File: config.mk
export PLATFORM = sky130hd
export DESIGN_NAME = saxil_to_host
export DESIGN_NICKNAME = d
export VERILOG_FILES = /design/src/rtl/saxil_to_host_pkg.sv /design/src/rtl/saxil_to_host_hold_reg.sv /design/src/rtl/saxil_to_host.sv
export SDC_FILE = /design/constraint.sdc
export NUM_CORES = 1
export LEC_CHECK = 0
export CAP_MARGIN = 20
export CORE_MARGIN = 2
export CORE_UTILIZATION = 50
export CTS_CLUSTER_SIZE = 25
export DETAILED_ROUTE_END_ITERATION = 8
export GPL_TIMING_DRIVEN = 0
export PLACE_DENSITY = 0.9
export SKIP_LAST_GASP = 1
export SYNTH_ARGS = -nofsm -noshare
export SYNTH_HDL_FRONTEND = slang
export SYNTH_HIERARCHICAL = 1
export SYNTH_SLANG_ARGS = --single-unit
File: constraint.sdc
create_clock -name clk -period 2.35 [get_ports clk]
set_clock_uncertainty 0.05 [all_clocks]
set_input_delay 0.47 -clock clk [delete_from_list [all_inputs] [get_ports clk]]
set_output_delay 0.47 -clock clk [all_outputs]
set_load 0.005 [all_outputs]
File: src/rtl/saxil_to_host_pkg.sv
// saxil_to_host_pkg
//   Shared types and constants for the AXI-Lite slave to Ibex host bridge.
//   state_e     : bridge FSM state (also exported on the debug port)
//   RESP_*      : AXI-Lite response encodings
//   BE_ALL      : byte enable used for every read request
package saxil_to_host_pkg;

   typedef enum logic [2:0] {
      IDLE  = 3'd0,
      REQ   = 3'd1,
      WAIT  = 3'd2,
      BRESP = 3'd3,
      RRESP = 3'd4
   } state_e;

   localparam logic [1:0] RESP_OKAY   = 2'b00;
   localparam logic [1:0] RESP_SLVERR = 2'b10;
   localparam logic [3:0] BE_ALL      = 4'hF;

endpackage

File: src/rtl/saxil_to_host_hold_reg.sv
// axil_hold_reg
//   One-entry holding register for a single AXI-Lite request channel.
//   in_data/in_valid/in_ready : upstream channel (in_ready is registered)
//   fire                      : in_valid & in_ready, the accepting handshake
//   full/data                 : held entry, visible the cycle after capture
//   clear                     : frees the entry; takes effect at the next edge
module axil_hold_reg
   import saxil_to_host_pkg::*;
#(
   parameter int W = 32
) (
   input  logic         clk,
   input  logic         rst_n,
   input  logic [W-1:0] in_data,
   input  logic         in_valid,
   output logic         in_ready,
   output logic         fire,
   input  logic         clear,
   output logic         full,
   output logic [W-1:0] data
);

   logic         full_q, full_d;
   logic         ready_q, ready_d;
   logic [W-1:0] data_q, data_d;

   assign fire = in_valid & ready_q;

   // ready is a flop so it comes up one edge after reset release, and is
   // simply the registered inverse of the next occupancy.
   always_comb begin
      full_d = full_q & ~clear;
      data_d = data_q;
      if (fire) begin
         full_d = 1'b1;
         data_d = in_data;
      end
      ready_d = ~full_d;
   end

   always_ff @(posedge clk or negedge rst_n) begin
      if (!rst_n) begin
         full_q  <= 1'b0;
         ready_q <= 1'b0;
         data_q  <= '0;
      end else begin
         full_q  <= full_d;
         ready_q <= ready_d;
         data_q  <= data_d;
      end
   end

   assign in_ready = ready_q;
   assign full     = full_q;
   assign data     = data_q;

endmodule

File: src/rtl/saxil_to_host.sv
// saxil_to_host
//   AXI-Lite slave port bridged onto an Ibex-style requester data port, one
//   transaction in flight. AW, W and AR each land in a one-entry holding
//   register; the FSM picks a ready write or read, issues it on the Ibex port
//   and returns the AXI-Lite response.
//   s_axil_aw*/w*/b*/ar*/r* : AXI-Lite slave channels
//   data_*_o                : Ibex request (registered)
//   data_*_i                : Ibex grant and response
//   dbg_state_o             : current FSM state
//
// Handshakes: every channel transfers on a clock edge where valid and ready
// are both high. A producer holds valid and its payload stable until that
// edge; ready may be high before valid arrives. The Ibex side follows the
// same rule with data_gnt_i as the ready for data_req_o, and data_rvalid_i
// is a single-cycle strobe accepted only while waiting for it.
module saxil_to_host
   import saxil_to_host_pkg::*;
#(
   parameter int ADDR_WIDTH = 32,
   parameter int AXIL_WIDTH = 32,
   parameter int STRB_WIDTH = AXIL_WIDTH / 8
) (
   input  logic                  clk,
   input  logic                  rst_n,
   input  logic [ADDR_WIDTH-1:0] s_axil_awaddr,
   input  logic                  s_axil_awvalid,
   output logic                  s_axil_awready,
   input  logic [AXIL_WIDTH-1:0] s_axil_wdata,
   input  logic [STRB_WIDTH-1:0] s_axil_wstrb,
   input  logic                  s_axil_wvalid,
   output logic                  s_axil_wready,
   output logic [1:0]            s_axil_bresp,
   output logic                  s_axil_bvalid,
   input  logic                  s_axil_bready,
   input  logic [ADDR_WIDTH-1:0] s_axil_araddr,
   input  logic                  s_axil_arvalid,
   output logic                  s_axil_arready,
   output logic [AXIL_WIDTH-1:0] s_axil_rdata,
   output logic [1:0]            s_axil_rresp,
   output logic                  s_axil_rvalid,
   input  logic                  s_axil_rready,
   output logic                  data_req_o,
   output logic [ADDR_WIDTH-1:0] data_addr_o,
   output logic                  data_we_o,
   output logic [STRB_WIDTH-1:0] data_be_o,
   output logic [AXIL_WIDTH-1:0] data_wdata_o,
   input  logic                  data_gnt_i,
   input  logic                  data_rvalid_i,
   input  logic                  data_err_i,
   input  logic [AXIL_WIDTH-1:0] data_rdata_i,
   output state_e                dbg_state_o
);

   localparam int WW = AXIL_WIDTH + STRB_WIDTH;

   logic                  aw_fire, aw_full, aw_clr;
   logic                  w_fire, w_full, w_clr;
   logic                  ar_fire, ar_full, ar_clr;
   logic [ADDR_WIDTH-1:0] aw_data, ar_data, cur_awaddr, cur_araddr;
   logic [WW-1:0]         w_data, cur_w;
   logic [STRB_WIDTH-1:0] cur_wstrb;
   logic [AXIL_WIDTH-1:0] cur_wdata;
   logic                  wr_rdy, rd_rdy, pick_wr, pick_rd;
   logic                  start_wr, start_rd, start_zero;
   logic                  unused_bits;

   state_e                state_q, state_d;
   logic                  last_wr_q, last_wr_d;
   logic                  req_q, req_d, we_q, we_d;
   logic [STRB_WIDTH-1:0] be_q, be_d;
   logic [ADDR_WIDTH-1:0] addr_q, addr_d;
   logic [AXIL_WIDTH-1:0] wdata_q, wdata_d, rdata_q, rdata_d;
   logic                  bvalid_q, bvalid_d, rvalid_q, rvalid_d;
   logic [1:0]            resp_q, resp_d;

   axil_hold_reg #(.W(ADDR_WIDTH)) u_aw (
      .clk(clk), .rst_n(rst_n), .in_data(s_axil_awaddr), .in_valid(s_axil_awvalid),
      .in_ready(s_axil_awready), .fire(aw_fire), .clear(aw_clr), .full(aw_full), .data(aw_data)
   );

   axil_hold_reg #(.W(WW)) u_w (
      .clk(clk), .rst_n(rst_n), .in_data({s_axil_wstrb, s_axil_wdata}), .in_valid(s_axil_wvalid),
      .in_ready(s_axil_wready), .fire(w_fire), .clear(w_clr), .full(w_full), .data(w_data)
   );

   axil_hold_reg #(.W(ADDR_WIDTH)) u_ar (
      .clk(clk), .rst_n(rst_n), .in_data(s_axil_araddr), .in_valid(s_axil_arvalid),
      .in_ready(s_axil_arready), .fire(ar_fire), .clear(ar_clr), .full(ar_full), .data(ar_data)
   );

   // A handshake happening this cycle counts as already held, so the request
   // flops load on the same edge that fills the holding register.
   assign cur_awaddr = aw_full ? aw_data : s_axil_awaddr;
   assign cur_araddr = ar_full ? ar_data : s_axil_araddr;
   assign cur_w      = w_full ? w_data : {s_axil_wstrb, s_axil_wdata};
   assign cur_wstrb  = cur_w[AXIL_WIDTH +: STRB_WIDTH];
   assign cur_wdata  = cur_w[AXIL_WIDTH-1:0];

   assign wr_rdy  = (aw_full | aw_fire) & (w_full | w_fire);
   assign rd_rdy  = ar_full | ar_fire;
   assign pick_wr = wr_rdy & (~rd_rdy | ~last_wr_q);
   assign pick_rd = rd_rdy & ~pick_wr;

   // Word-aligned requests only; the byte offset is carried by data_be_o.
   assign unused_bits = ^{cur_awaddr[1:0], cur_araddr[1:0]};

   // State register
   always_ff @(posedge clk or negedge rst_n) begin
      if (!rst_n) begin
         state_q   <= IDLE;
         last_wr_q <= 1'b0;
         req_q     <= 1'b0;
         we_q      <= 1'b0;
         be_q      <= '0;
         addr_q    <= '0;
         wdata_q   <= '0;
         rdata_q   <= '0;
         bvalid_q  <= 1'b0;
         rvalid_q  <= 1'b0;
         resp_q    <= RESP_OKAY;
      end else begin
         state_q   <= state_d;
         last_wr_q <= last_wr_d;
         req_q     <= req_d;
         we_q      <= we_d;
         be_q      <= be_d;
         addr_q    <= addr_d;
         wdata_q   <= wdata_d;
         rdata_q   <= rdata_d;
         bvalid_q  <= bvalid_d;
         rvalid_q  <= rvalid_d;
         resp_q    <= resp_d;
      end
   end

   // Next state. A zero-strobe write completes without touching the Ibex
   // port, but only once both halves sit in their holding registers so they
   // can be freed together; while either is still arriving it waits a cycle.
   always_comb begin
      state_d    = state_q;
      start_wr   = 1'b0;
      start_rd   = 1'b0;
      start_zero = 1'b0;
      case (state_q)
         IDLE: begin
            if (pick_wr) begin
               if (cur_wstrb == '0) begin
                  if (aw_full && w_full) begin
                     start_zero = 1'b1;
                     state_d    = BRESP;
                  end
               end else begin
                  start_wr = 1'b1;
                  state_d  = REQ;
               end
            end else if (pick_rd) begin
               start_rd = 1'b1;
               state_d  = REQ;
            end
         end
         REQ:     if (data_gnt_i)    state_d = WAIT;
         WAIT:    if (data_rvalid_i) state_d = we_q ? BRESP : RRESP;
         BRESP:   if (s_axil_bready) state_d = IDLE;
         RRESP:   if (s_axil_rready) state_d = IDLE;
         default: state_d = IDLE;
      endcase
   end

   // Output and datapath flop inputs
   always_comb begin
      last_wr_d = last_wr_q;
      req_d     = req_q;
      we_d      = we_q;
      be_d      = be_q;
      addr_d    = addr_q;
      wdata_d   = wdata_q;
      rdata_d   = rdata_q;
      bvalid_d  = bvalid_q;
      rvalid_d  = rvalid_q;
      resp_d    = resp_q;
      aw_clr    = 1'b0;
      w_clr     = 1'b0;
      ar_clr    = 1'b0;
      case (state_q)
         IDLE: begin
            if (start_wr) begin
               req_d     = 1'b1;
               we_d      = 1'b1;
               addr_d    = {cur_awaddr[ADDR_WIDTH-1:2], 2'b00};
               be_d      = cur_wstrb;
               wdata_d   = cur_wdata;
               last_wr_d = 1'b1;
            end else if (start_rd) begin
               req_d     = 1'b1;
               we_d      = 1'b0;
               addr_d    = {cur_araddr[ADDR_WIDTH-1:2], 2'b00};
               be_d      = BE_ALL;
               last_wr_d = 1'b0;
            end else if (start_zero) begin
               bvalid_d  = 1'b1;
               resp_d    = RESP_OKAY;
               last_wr_d = 1'b1;
               aw_clr    = 1'b1;
               w_clr     = 1'b1;
            end
         end
         REQ: if (data_gnt_i) req_d = 1'b0;
         WAIT: begin
            if (data_rvalid_i) begin
               resp_d = data_err_i ? RESP_SLVERR : RESP_OKAY;
               if (we_q) begin
                  bvalid_d = 1'b1;
                  aw_clr   = 1'b1;
                  w_clr    = 1'b1;
               end else begin
                  rvalid_d = 1'b1;
                  rdata_d  = data_rdata_i;
                  ar_clr   = 1'b1;
               end
            end
         end
         BRESP: if (s_axil_bready) bvalid_d = 1'b0;
         RRESP: if (s_axil_rready) rvalid_d = 1'b0;
         default: ;
      endcase
   end

   assign data_req_o    = req_q;
   assign data_we_o     = we_q;
   assign data_be_o     = be_q;
   assign data_addr_o   = addr_q;
   assign data_wdata_o  = wdata_q;
   assign s_axil_bvalid = bvalid_q;
   assign s_axil_bresp  = resp_q;
   assign s_axil_rvalid = rvalid_q;
   assign s_axil_rresp  = resp_q;
   assign s_axil_rdata  = rdata_q;
   assign dbg_state_o   = state_q;

endmodule

==> results.txt, run 1 <==
- Detailed placement ended at an HPWL of 16.93 mm.
* Vias in the first global route: 6,792
* Tightest Pin Transition: 0.8389 ns
- For this block, the routed nets add up to about 24 mm of wire.
* Delay contributed by the slowest stage of the critical path: about 0.47 ns
- Number of buffers added by the clock tree synthesis step: 23
- Final period demand of the worst path: 2.261 ns
- Worst Setup Slack post-DPL: -0.8131 ns
* Internal Power: approximately 13 mW
* Core box area: a little under 0.02 mm2
* Maximum number of pins on one net before global-route repair: between 100 and 150
- Antenna diode count: 0
- Height of the chip: between 100 and 150 um
* Max-slew violation total from the final report: 0
- Clock transition time at the flip-flop clock pins of the worst setup and hold paths: roughly 0.06 ns
- Buf+Inv Stages, Crit Path: 5
* Die boundary width: around 140 um
- DRC violations left: 0
* Standard-cell rows: a little over 50
* Family with the most delay on the worst path: buffers and inverters
* Global-route wire length before repair: roughly 38 mm
- In this run, the number of DRC markers left after iteration 0 of detailed routing was 213.
* Final weighted congestion in routability-driven placement: approximately 0.75
- Sum of overflow across all layers after global routing: 0
* Path type of the worst setup path: primary input to flop
- RSZ-0062 raised after global routing: no
- Kind of end point of the critical path: flop
- The routed layout has ~6.3k vias.
- The net count of the finished layout is roughly 1.1k.
* Post-synthesis cell area: approximately 0.0098 mm2
* CP max FO: 20
- Non-filler cells in the finished layout: approximately 1.2k
* Final Worst Setup Slack: slightly below 0.09 ns
* Fill cell count: approximately 1.4k
- Portion of total power attributed to the clock network: 0.187
- The analysis attributes to cell leakage a power of 5.917 nW.
* Clk Latency, worst-skew pair: 0.51 ns
* Number of maximum-capacitance constraint violations: 0
- Of the total power, registers draw 0.345.
- Critical Path Start Type: primary input
- The clock net in this run drives a total of 209 sinks.
- Measured against its own limit, the worst slew margin works out to 0.4407.
- TritonCTS built the clock tree.
- The count of buffers added on input and output ports is 247.
- Of the total power, the share spent switching nets is 0.3036.
* Cell count after placement: 1,169
- Overall track demand over capacity in global routing: 0.2314
- WP data required: between 2 and 3 ns
- Setup TNS: 0 ns
- Vias per inst: roughly 5.2
- Gate Count Post-Synth: between 600 and 700
* Htree depth: 1
* Cell chosen for the clock root: clkbuf_16
- Data on the critical path arrives at its endpoint at 2.61 ns.
- In the finished design, the share of the clock period the worst path needs comes to 0.9623.
- In this run the power density over the cells is 1402 mW/mm2.
* Number of hold violations in the final report: 0
* Length of the first detailed-routing pass in iterations: 4
* IO Count: 256
* Mean instance size in the synthesized netlist: 15.07 um2
- Maximum clock path buffer count: 3
- The flow ran to the end, and the final reports show no timing, DRC or antenna violations.
- Final number of setup-violating endpoints: 0
- The min-delay analysis places its worst path in the category flop to flop.
* Routed WL per cell: around 20 um
- VDD sags by at most roughly 0.87 mV.
* Number of antenna violations at the first check in global routing: 1
* Most used cell along the critical path: buf_8
* Slowest cell on the critical path: clkdlybuf4s50_1
- Antenna-violating nets left: 0
- The initial utilization of the core area, before any placement, comes to 0.5073.
- The die covers roughly 0.021 mm2.
* Core occupancy in the finished layout: 0.6950
- Static timing analysis puts the maximum clock frequency at 442.2 MHz.
- Of the cells placed in the final design, the portion with a size suffix greater than 1 is 0.3534.
- The critical path goes through clkdlybuf4s50_1 -> nand2_2 -> inv_6 -> o22a_1 -> nand3_2 -> or2_1 -> buf_4 -> buf_8 -> buf_8 -> o221a_4.
* Comb power frac: 0.468
- Total number of yosys warnings: 6
* Synthesis-to-layout area growth: 37.01%
* Net switching component of the power: roughly 5.7 mW
[final timing paths]
kind                            startpoint  slack, ns  depth (start not counted)               to
hold / removal             s_axil_rdata[2]       0.45                          1  s_axil_rdata[2]
setup / recovery             s_axil_wvalid       0.09                         10  data_addr_o[21]
setup reg to reg             u_ar/in_ready       0.12                         10  data_addr_o[21]
hold reg to reg            s_axil_rdata[2]       0.45                          1  s_axil_rdata[2]
max in group asynchronous            rst_n       0.75                          3     u_w/data[31]
min in group asynchronous            rst_n       0.50                          2  data_addr_o[23]
[placed cells by master, fill, tap and decap left out, types with 2 or more instances in the layout]
cell type	instances
clkbuf_16	23
buf_12	6
or4_4	2
clkinv_2	6
a31oi_1	2
buf_2	7
clkbuf_2	2
inv_1	7
o221a_2	17
o22ai_1	2
conb_1	4
or2_2	2
nand3b_1	2
mux2_4	83
dfrtp_1	209
a21oi_1	4
clkbuf_1	16
nand2_1	23
mux2i_1	58
buf_6	2
nand2_2	3
inv_6	2
nor2_1	6
nor3_1	3
o221a_4	4
o22a_1	2
or3_1	2
o21ai_0	6
buf_8	5
o21a_1	4
clkdlybuf4s50_1	246
clkbuf_8	5
nand2b_1	4
buf_4	15
mux2_2	139
[power groups by stage]
stage	Sequential [mW]	Clock, mW	Combinational (mW)
floorplan	6.39	0	5.41
global placement	6.43	0	8.55
detailed placement	6.53	0	8.80
CTS	6.52	3.61	8.90
global route	6.73	3.76	9.50
finish	6.52	3.53	8.85
[final cells by class]
| type | count | area (um2) | area share |
|---|---|---|---|
| buffer | 45 | 386.6 | 0.02867 |
| timing repair buffer | 251 | 2530 | 0.1876 |
| tap | 265 | 331.6 | 0.02459 |
| sequential | 209 | 5230 | 0.3879 |
| multi-input combinational | 391 | 4215 | 0.3126 |
| clock buffer | 33 | 663.1 | 0.04918 |
| inverter | 10 | 50.05 | 0.003712 |
| clock inverter | 9 | 76.32 | 0.005661 |
[per-stage QoR]
step | hold WS, ns | instance area (um2) | power [mW]
floorplan | 0.1244 | 9852 | 11.79
global placement | 0.4331 | 12660 | 14.98
detailed placement | 0.4390 | 12690 | 15.33
CTS | 0.4533 | 13450 | 19.03
global route | 0.4619 | 13480 | 20.00
finish | 0.4532 | 13480 | 18.90
[registers in the layout (all words and copies together), names as in the netlist]
register       cells
u_aw/full          1
u_ar/in_ready      1
s_axil_bresp       1
u_aw/data         30
u_ar/data         30
s_axil_rvalid      1
u_aw/in_ready      1
s_axil_rdata      32
data_req_o         1
u_ar/full          1
u_w/in_ready       1
data_be_o          4
data_addr_o       30
u_w/data          36
dbg_state_o        3
s_axil_bvalid      1
last_wr_q          1
u_w/full           1
data_wdata_o      32
data_we_o          1
[repair_timing]
action / 4_1_cts / 5_1_grt
hold endpoints to repair: 88 / 0
hold buffers: 1 / 0
setup buffers: 0 / 2
gates resized for setup: 6 / 11
endpoints found under the setup margin: 30 / 63
[layer usage]
layer  GRT usage  wire, um  vias to the layer above  share of wire
li1            -         -                     2917              -
met1      0.2911      9902                     3172           0.41
met2      0.3881     11530                      191           0.48
met3     0.08179      2153                       35          0.090
met4     0.04803       437                        0          0.018
met5           0         0                        -              0
Power figures use the tool's default switching activity.
==> inputs of run 2 (changes only) <==
--- a/config.mk
+++ b/config.mk
@@ -8,10 +8,12 @@
 export CAP_MARGIN = 20
 export CORE_MARGIN = 2
 export CORE_UTILIZATION = 50
+export CTS_CLUSTER_DIAMETER = 120
 export CTS_CLUSTER_SIZE = 25
 export DETAILED_ROUTE_END_ITERATION = 8
+export GPL_ROUTABILITY_DRIVEN = 0
 export GPL_TIMING_DRIVEN = 0
-export PLACE_DENSITY = 0.9
+export PLACE_DENSITY = 0.79
 export SKIP_LAST_GASP = 1
 export SYNTH_ARGS = -nofsm -noshare
 export SYNTH_HDL_FRONTEND = slang
==> run 2 against run 1 <==
Against the previous run: utilization fell by 1.9 points; global-route usage fell by 1.3 points; wire length fell by 6.3%; die area did not move; clock power fell by 38%; first-iteration DRC count fell by 12%; non-clock buffer count did not move; largest cell class unchanged; largest power group unchanged; highest routed layer unchanged.
==> results.txt, run 2 (synthesis results as in run 1) <==
- Vias in the first global route: 6,578 (was 6,792)
* Antenna diode count: 0 (unchanged)
* Synthesis-to-layout area growth: 33.25% (was 37.01%)
- The detailed placer's ending HPWL is 16.55 mm (was 16.93 mm).
- Data arrival at the endpoint of the critical path: 2.54 ns (was 2.61 ns)
- The end of the worst register-to-register path is data_wdata_o[25] (was data_addr_o[21]).
- R2R Setup Slk: 0.12 ns (about the same)
- IO Count: 256 (unchanged)
- Status: finished clean (unchanged)
- Count of clock tree sinks: 209 (unchanged)
- Height of the chip: 144.3 um (unchanged)
* Number of buffers added by the clock tree synthesis step: 12 (was 23)
- The CTS root buffer was clkbuf_16 (unchanged).
* Rel. slew slack: 0.4811 (was 0.4407)
- Power density over the cells: 1328 mW/mm2 (was 1402 mW/mm2)
- Most common library cell in the layout ignoring fill and taps: clkdlybuf4s50_1 (unchanged)
- Net switching component of the power: 5.340 mW (was 5.737 mW)
- The number of port buffers was 247 (unchanged).
- Proportion of layout cells with a drive suffix above 1: 0.3391 (was 0.3534)
- The maximum clock frequency came to 443.7 MHz (was 442.2 MHz).
* Number of antenna violations at the first check in global routing: 0 (was 1)
- The effective utilization at floorplan is 0.5073 (unchanged).
* Top library cells by usage in the layout, fill and taps aside: clkdlybuf4s50_1, dfrtp_1, mux2_2, mux2_4, mux2i_1 (unchanged)
- The detailed-route wire length is 22.51 mm (was 24.02 mm).
* Path type of the worst setup path: primary input to flop (unchanged)
- Clk Latency, worst-skew pair: 0.47 ns (was 0.51 ns)
- Final hold slack: 0.4433 ns (was 0.4532 ns)
- The flip-flop count of the largest register, all copies and words added was 36 (unchanged).
- Number of nets in the finished design: 1,062 (was 1,073)
- Kind of end point of the critical path: flop (unchanged)
- RSZ-0062 raised after global routing: no (unchanged).
- The portion of total power attributed to the clock network is 0.126 (was 0.187).
- Internal Power: 12.08 mW (was 13.16 mW)
* Fraction of power spent switching nets: 0.3066 (was 0.3036)
- Global-route wire length before repair: 35.69 mm (was 37.65 mm)
* Drt initial violations: 187 (was 213)
- The full die area came to 0.02082 mm2 (unchanged).
- Number of maximum-capacitance constraint violations: 0 (unchanged)
- The combinational share of power was 0.502 (was 0.468).
- Worst Hold Class: primary input to asynchronous set/reset pin (was flop to flop)
* Final critical-path share of the clock period: 0.9591 (was 0.9623)
- The reg-to-reg startpoint is u_w/data[32] (was u_ar/in_ready).
- The critical path required time is 2.64 ns (was 2.69 ns).
- The worst reg2reg path depth came to 6 (was 10).
* Tightest Pin Transition: 0.7784 ns (was 0.8389 ns)
* Number of hold violations in the final report: 0 (unchanged)
- Cell Area, Placed: 0.01272 mm2 (was 0.01269 mm2)
- Length of the first detailed-routing pass in iterations: 4 (unchanged)
* Final period demand of the worst path: 2.254 ns (was 2.261 ns)
- The detail-routed via count per cell came to 5.209 (was 5.206).
- The number of remaining DRC errors came to 0 (unchanged).
- The worst IR drop on VDD came to 0.7796 mV (was 0.8744 mV).
- The leakage dissipation is 5.727 nW (was 5.917 nW).
- Antenna-violating nets left: 0 (unchanged)
- The post-CTS clock slew at the launch and capture registers of the worst setup and hold paths is 0.10 ns (was 0.06 ns).
- Overall track demand over capacity in global routing: 0.2183 (was 0.2314)
* Standard-cell rows: 51 (unchanged)
- The number of pins exceeding their max-slew limit in the final report is 0 (unchanged).
* Via count of the routed design: 6,173 (was 6,315)
- The maximum net fanout on the critical path was 10 (was 20).
* Sum of overflow across all layers after global routing: 0 (unchanged)
- Final number of setup-violating endpoints: 0 (unchanged)
* Cell area after layout: 0.01311 mm2 (was 0.01348 mm2)
- The number of buffers on the longest clock path came to 3 (unchanged).
- The sequential fraction of design power came to 0.372 (was 0.345).
- TritonCTS clock tree: built (unchanged)
- Critical Path Start Type: primary input (unchanged)
- Core box area: 0.01940 mm2 (unchanged)
* Die boundary width: 144.3 um (unchanged)
- The average wire per cell in the routed design came to 18.99 um (was 19.80 um).
* Htree depth: 1 (unchanged)
* Maximum number of pins on one net before global-route repair: 85 (was 122)
run 2: cell types whose count changed in the layout (fill, tap and decap cells not counted), sizes merged:
cell / delta
clkinvlp: -1
clkinv: -6
clkbuf: -20
bufinv: -1
run 2: worst max-delay path, stage by stage:
cell and delay [ns]:
clkdlybuf4s50_1 0.45, or4_4 0.55, mux2i_4 0.19, or2_1 0.13
buf_4 0.17, buf_4 0.22, mux2_2 0.35
run 2: worst max path at each step:
stage	start	endpoint	slack, ns	cells past startpoint
after floorplan	s_axil_wvalid	data_addr_o[19]	0.20	10
after detailed placement	s_axil_wvalid	data_addr_o[28]	-0.84	9
after global routing	s_axil_wvalid	data_addr_o[21]	0.02	10
final	s_axil_wstrb[1]	data_wdata_o[25]	0.1	7
after global placement	rst_n	data_wdata_o[21]	-8.30	1
after CTS	s_axil_awvalid	data_addr_o[11]	0.02	10
run 2: metrics by stage:
step                setup WS [ns]  std cells    util  power, mW   TNS, ns
finish                    0.09601       1185  0.6760      17.42         0
global route              0.02269       1185  0.6760      18.52         0
CTS                       0.01805       1185  0.6743      17.57         0
detailed placement        -0.8434       1170  0.6555      15.27    -40.30
global placement           -8.295       1168  0.6524      15.01  -1767.84
floorplan                  0.1977        656       -      11.79         0
run 2: area by class of cell:
class                      count  area, um2
tap                          265      331.6
fill                        1437       6286
clock buffer                  13      325.3
timing repair buffer         251       2550
sequential                   209       5230
clock inverter                 1      16.27
inverter                      10      52.55
buffer                        45      384.1
multi-input combinational    391       4223
run 2: layer usage:
layer / share of wire / global-route usage
met1: 0.44 / 0.2885
met2: 0.46 / 0.3577
met3: 0.084 / 0.07053
met4: 0.016 / 0.03986
met5: 0 / 0
run 2: timing repair:
| item | 4_1_cts | 5_1_grt |
|---|---|---|
| endpoints found under the setup margin | 45 | 64 |
| hold buffers | 1 | 0 |
| resized for setup | 6 | 13 |
| setup buffers | 0 | 1 |
| endpoints found under the hold margin | 55 | 0 |
| pin swaps | 0 | 1 |
run 2: power groups by stage:
stage                     Sequential [mW]  Clock [mW]  Combinational [mW]
after floorplan                      6.39           0                5.41
after global placement               6.44           0                8.57
after detailed placement             6.50           0                8.77
after CTS                            6.47        2.28                8.82
after global routing                 6.69        2.39                9.43
final                                6.47        2.19                8.75
==> inputs of run 3 (changes only) <==
--- a/config.mk
+++ b/config.mk
@@ -6,14 +6,16 @@
 export NUM_CORES = 1
 export LEC_CHECK = 0
 export CAP_MARGIN = 20
+export CELL_PAD_IN_SITES_DETAIL_PLACEMENT = 0
+export CELL_PAD_IN_SITES_GLOBAL_PLACEMENT = 1
 export CORE_MARGIN = 2
-export CORE_UTILIZATION = 50
+export CORE_UTILIZATION = 40
 export CTS_CLUSTER_DIAMETER = 120
 export CTS_CLUSTER_SIZE = 25
 export DETAILED_ROUTE_END_ITERATION = 8
 export GPL_ROUTABILITY_DRIVEN = 0
 export GPL_TIMING_DRIVEN = 0
-export PLACE_DENSITY = 0.79
+export PLACE_DENSITY = 0.78
 export SKIP_LAST_GASP = 1
 export SYNTH_ARGS = -nofsm -noshare
 export SYNTH_HDL_FRONTEND = slang
==> run 3 against run 2 <==
Against the previous run: first-iteration DRC count grew 63%; cell count rose by 5.0%; via count fell by 0.81%; critical path depth rose by 4; final area up 0.50%; die area rose by 24%; worst setup slack got worse by 0.049 ns; combinational power hardly changed; wire length increased by 2.9%; global-route usage shrank 4.3 points.
==> results.txt, run 3 (synthesis results as in run 1) <==
* Final number of setup-violating endpoints: 0 (unchanged)
- The detailed-route wire length is 23.16 mm (was 22.51 mm).
* Maximum clock path buffer count: 3 (unchanged)
* Height of the chip: 160.9 um (was 144.3 um)
- The net count reported at finish came to 1,061 (was 1,062).
- Fill cell count: 2,069 (was 1,437)
- Top library cells by usage in the layout, fill and taps aside: clkdlybuf4s50_1, dfrtp_1, mux2_2, mux2_4, mux2i_1 (unchanged)
* Final critical-path share of the clock period: 0.9801 (was 0.9591)
* Worst Hold Class: primary input to asynchronous set/reset pin (unchanged)
- Core box area: 0.02425 mm2 (was 0.01940 mm2)
- Max-slew violation total from the final report: 0 (unchanged)
* Number of cells on the worst reg-to-reg path: 6 (unchanged)
- Number of antenna violations at the first check in global routing: 0 (unchanged)
* Total area of sequential cells: 0.005230 mm2 (unchanged)
- The total number of clock tree sinks came to 209 (unchanged).
* Rel. slew slack: 0.4597 (was 0.4811)
- Synthesis-to-layout area growth: 33.91% (was 33.25%)
- Number of hold violations in the final report: 0 (unchanged)
* IO Count: 256 (unchanged)
- Number of buffers added by the clock tree synthesis step: 12 (unchanged)
- The final period demand of the worst path was 2.303 ns (was 2.254 ns).
* Port Buffer Count: 247 (unchanged)
- The leading cell type in the layout, fill and taps excluded was clkdlybuf4s50_1 (unchanged).
- Launch point of the worst path: s_axil_awvalid (was s_axil_wstrb[1])
- The detail-routed via count per cell came to 4.922 (was 5.209).
- Overall track demand over capacity in global routing: 0.1751 (was 0.2183)
* Number of maximum-capacitance constraint violations: 0 (unchanged)
* Launch point of the worst reg-to-reg path: u_w/data[32] (unchanged)
- The detailed-route via count came to 6,123 (was 6,173).
- The clock latency on the worst-skew pair was 0.47 ns (about the same).
- Tightest Pin Transition: 0.8105 ns (was 0.7784 ns)
* Length of the first detailed-routing pass in iterations: 4 (unchanged)
- Critical Path Start Type: primary input (unchanged)
* CP max FO: 11 (was 10)
- The post-placement cell count is 1,229 (was 1,170).
- Area of the multi-input gates: 0.004217 mm2 (was 0.004223 mm2)
- Non-filler cells in the finished layout: 1,244 (was 1,185)
- Standard-cell rows: 57 (was 51)
- Power density over the cells: 1319 mW/mm2 (was 1328 mW/mm2)
- The worst hold slack is 0.4504 ns (was 0.4433 ns).
- Maximum clock rate: 434.2 MHz (was 443.7 MHz)
* Drt initial violations: 305 (was 187)
- Starting Density: 0.4058 (was 0.5073)
- The flip-flop count of the largest register, all copies and words added was 36 (unchanged).
- The average wire per cell in the routed design came to 18.62 um (was 18.99 um).
- Data arrival at the endpoint of the critical path: 2.62 ns (was 2.54 ns)
- The setup slack of the worst register-to-register path came to 0.15 ns (was 0.12 ns).
- The clock tree from TritonCTS is built (unchanged).
- The post-CTS clock slew at the launch and capture registers of the worst setup and hold paths came to 0.10 ns (about the same).
- Vias in the first global route: 6,310 (was 6,578)
* Buffers inserted by post-CTS timing repair: 0 (unchanged)
- WP data required: 2.66 ns (was 2.64 ns)
- Maximum number of pins on one net before global-route repair: 87 (was 85)
- Placed wire-length estimate after detailed placement: 16.85 mm (was 16.55 mm)
- The endpoint class of the critical path is a flop (unchanged).
- Path type of the worst setup path: primary input to flop (unchanged)
- The core occupancy in the finished layout is 0.5434 (was 0.6760).
- The total overflow reported by the global router was 0 (unchanged).
* Proportion of layout cells with a drive suffix above 1: 0.3373 (was 0.3391)
* DRC violations left: 0 (unchanged)
- The CTS root buffer was clkbuf_16 (unchanged).
* Maximum resistive drop on vdd: 0.7322 mV (was 0.7796 mV)
- RSZ-0062 raised after global routing: no (unchanged).
- Global-route wire length before repair: 36.24 mm (was 35.69 mm)
- The overall die width came to 160.9 um (was 144.3 um).
- Critical register-to-register path endpoint: data_wdata_o[28] (was data_wdata_o[25])
- The leakage dissipation is 5.715 nW (was 5.727 nW).
- Antenna-violating nets left: 0 (unchanged)
- Die area: 0.02587 mm2 (was 0.02082 mm2)
* Htree depth: 1 (unchanged)
- Status: finished clean (unchanged).
==> run 3: worst max path at each step <==
stage                            endpoint  slack (ns)  cells after the start
after global placement       u_w/data[20]       -8.55                      1
after detailed placement  data_addr_o[30]       -0.84                      9
after floorplan           data_addr_o[19]        0.20                     10
after global routing      data_addr_o[23]       0.001                     11
after CTS                 data_addr_o[21]        0.02                     11
final                     data_addr_o[21]        0.05                     11
==> run 3: area by class of cell <==
type / count / share of cell area
Inverter: 10 / 0.003798
Buffer: 45 / 0.02953
Sequential cell: 209 / 0.3969
Timing Repair Buffer: 250 / 0.1929
Tap cell: 324 / 0.03076
Multi-Input combinational cell: 391 / 0.3200
Clock inverter: 1 / 0.001234
Antenna cell: 1 / 0.0001899
Clock buffer: 13 / 0.02469
==> run 3: worst max-delay path: stages <==
cell,delay (ns)
clkdlybuf4s50_1,0.48
nand2_2,0.10
inv_6,0.12
buf_12,0.16
o22a_1,0.22
nand3_4,0.11
or2_1,0.25
buf_4,0.17
buf_8,0.15
buf_8,0.16
o221a_4,0.21
==> run 3: what timing repair did <==
item	CTS	global route
endpoints found under the setup margin	33	58
resized for setup	7	9
hold endpoints to repair	55	0
hold buffers	1	0
gates cloned	0	0
==> run 3: metal layers <==
layer | up-vias | share of wire | GRT usage
li1 | 2869 | - | -
met1 | 3066 | 0.46 | 0.2447
met2 | 171 | 0.46 | 0.2780
met3 | 17 | 0.073 | 0.05114
met4 | 0 | 0.011 | 0.02476
met5 | - | 0 | 0
==> run 3: through the flow <==
stage                     cell area (um2)  setup TNS (ns)  power [mW]  setup slack (ns)
after global routing                13180               0       18.52          0.001255
after floorplan                      9852               0       11.79            0.1977
after detailed placement            12790          -39.50       15.25           -0.8399
final                               13180               0       17.38           0.04684
after CTS                           13160               0       17.61           0.02106
after global placement              12730        -1819.51       15.11            -8.549
==> run 3: where the power goes <==
group	internal, mW	switching, mW
registers	5.45	0.991
logic	5.61	3.12
clock network	1.01	1.20
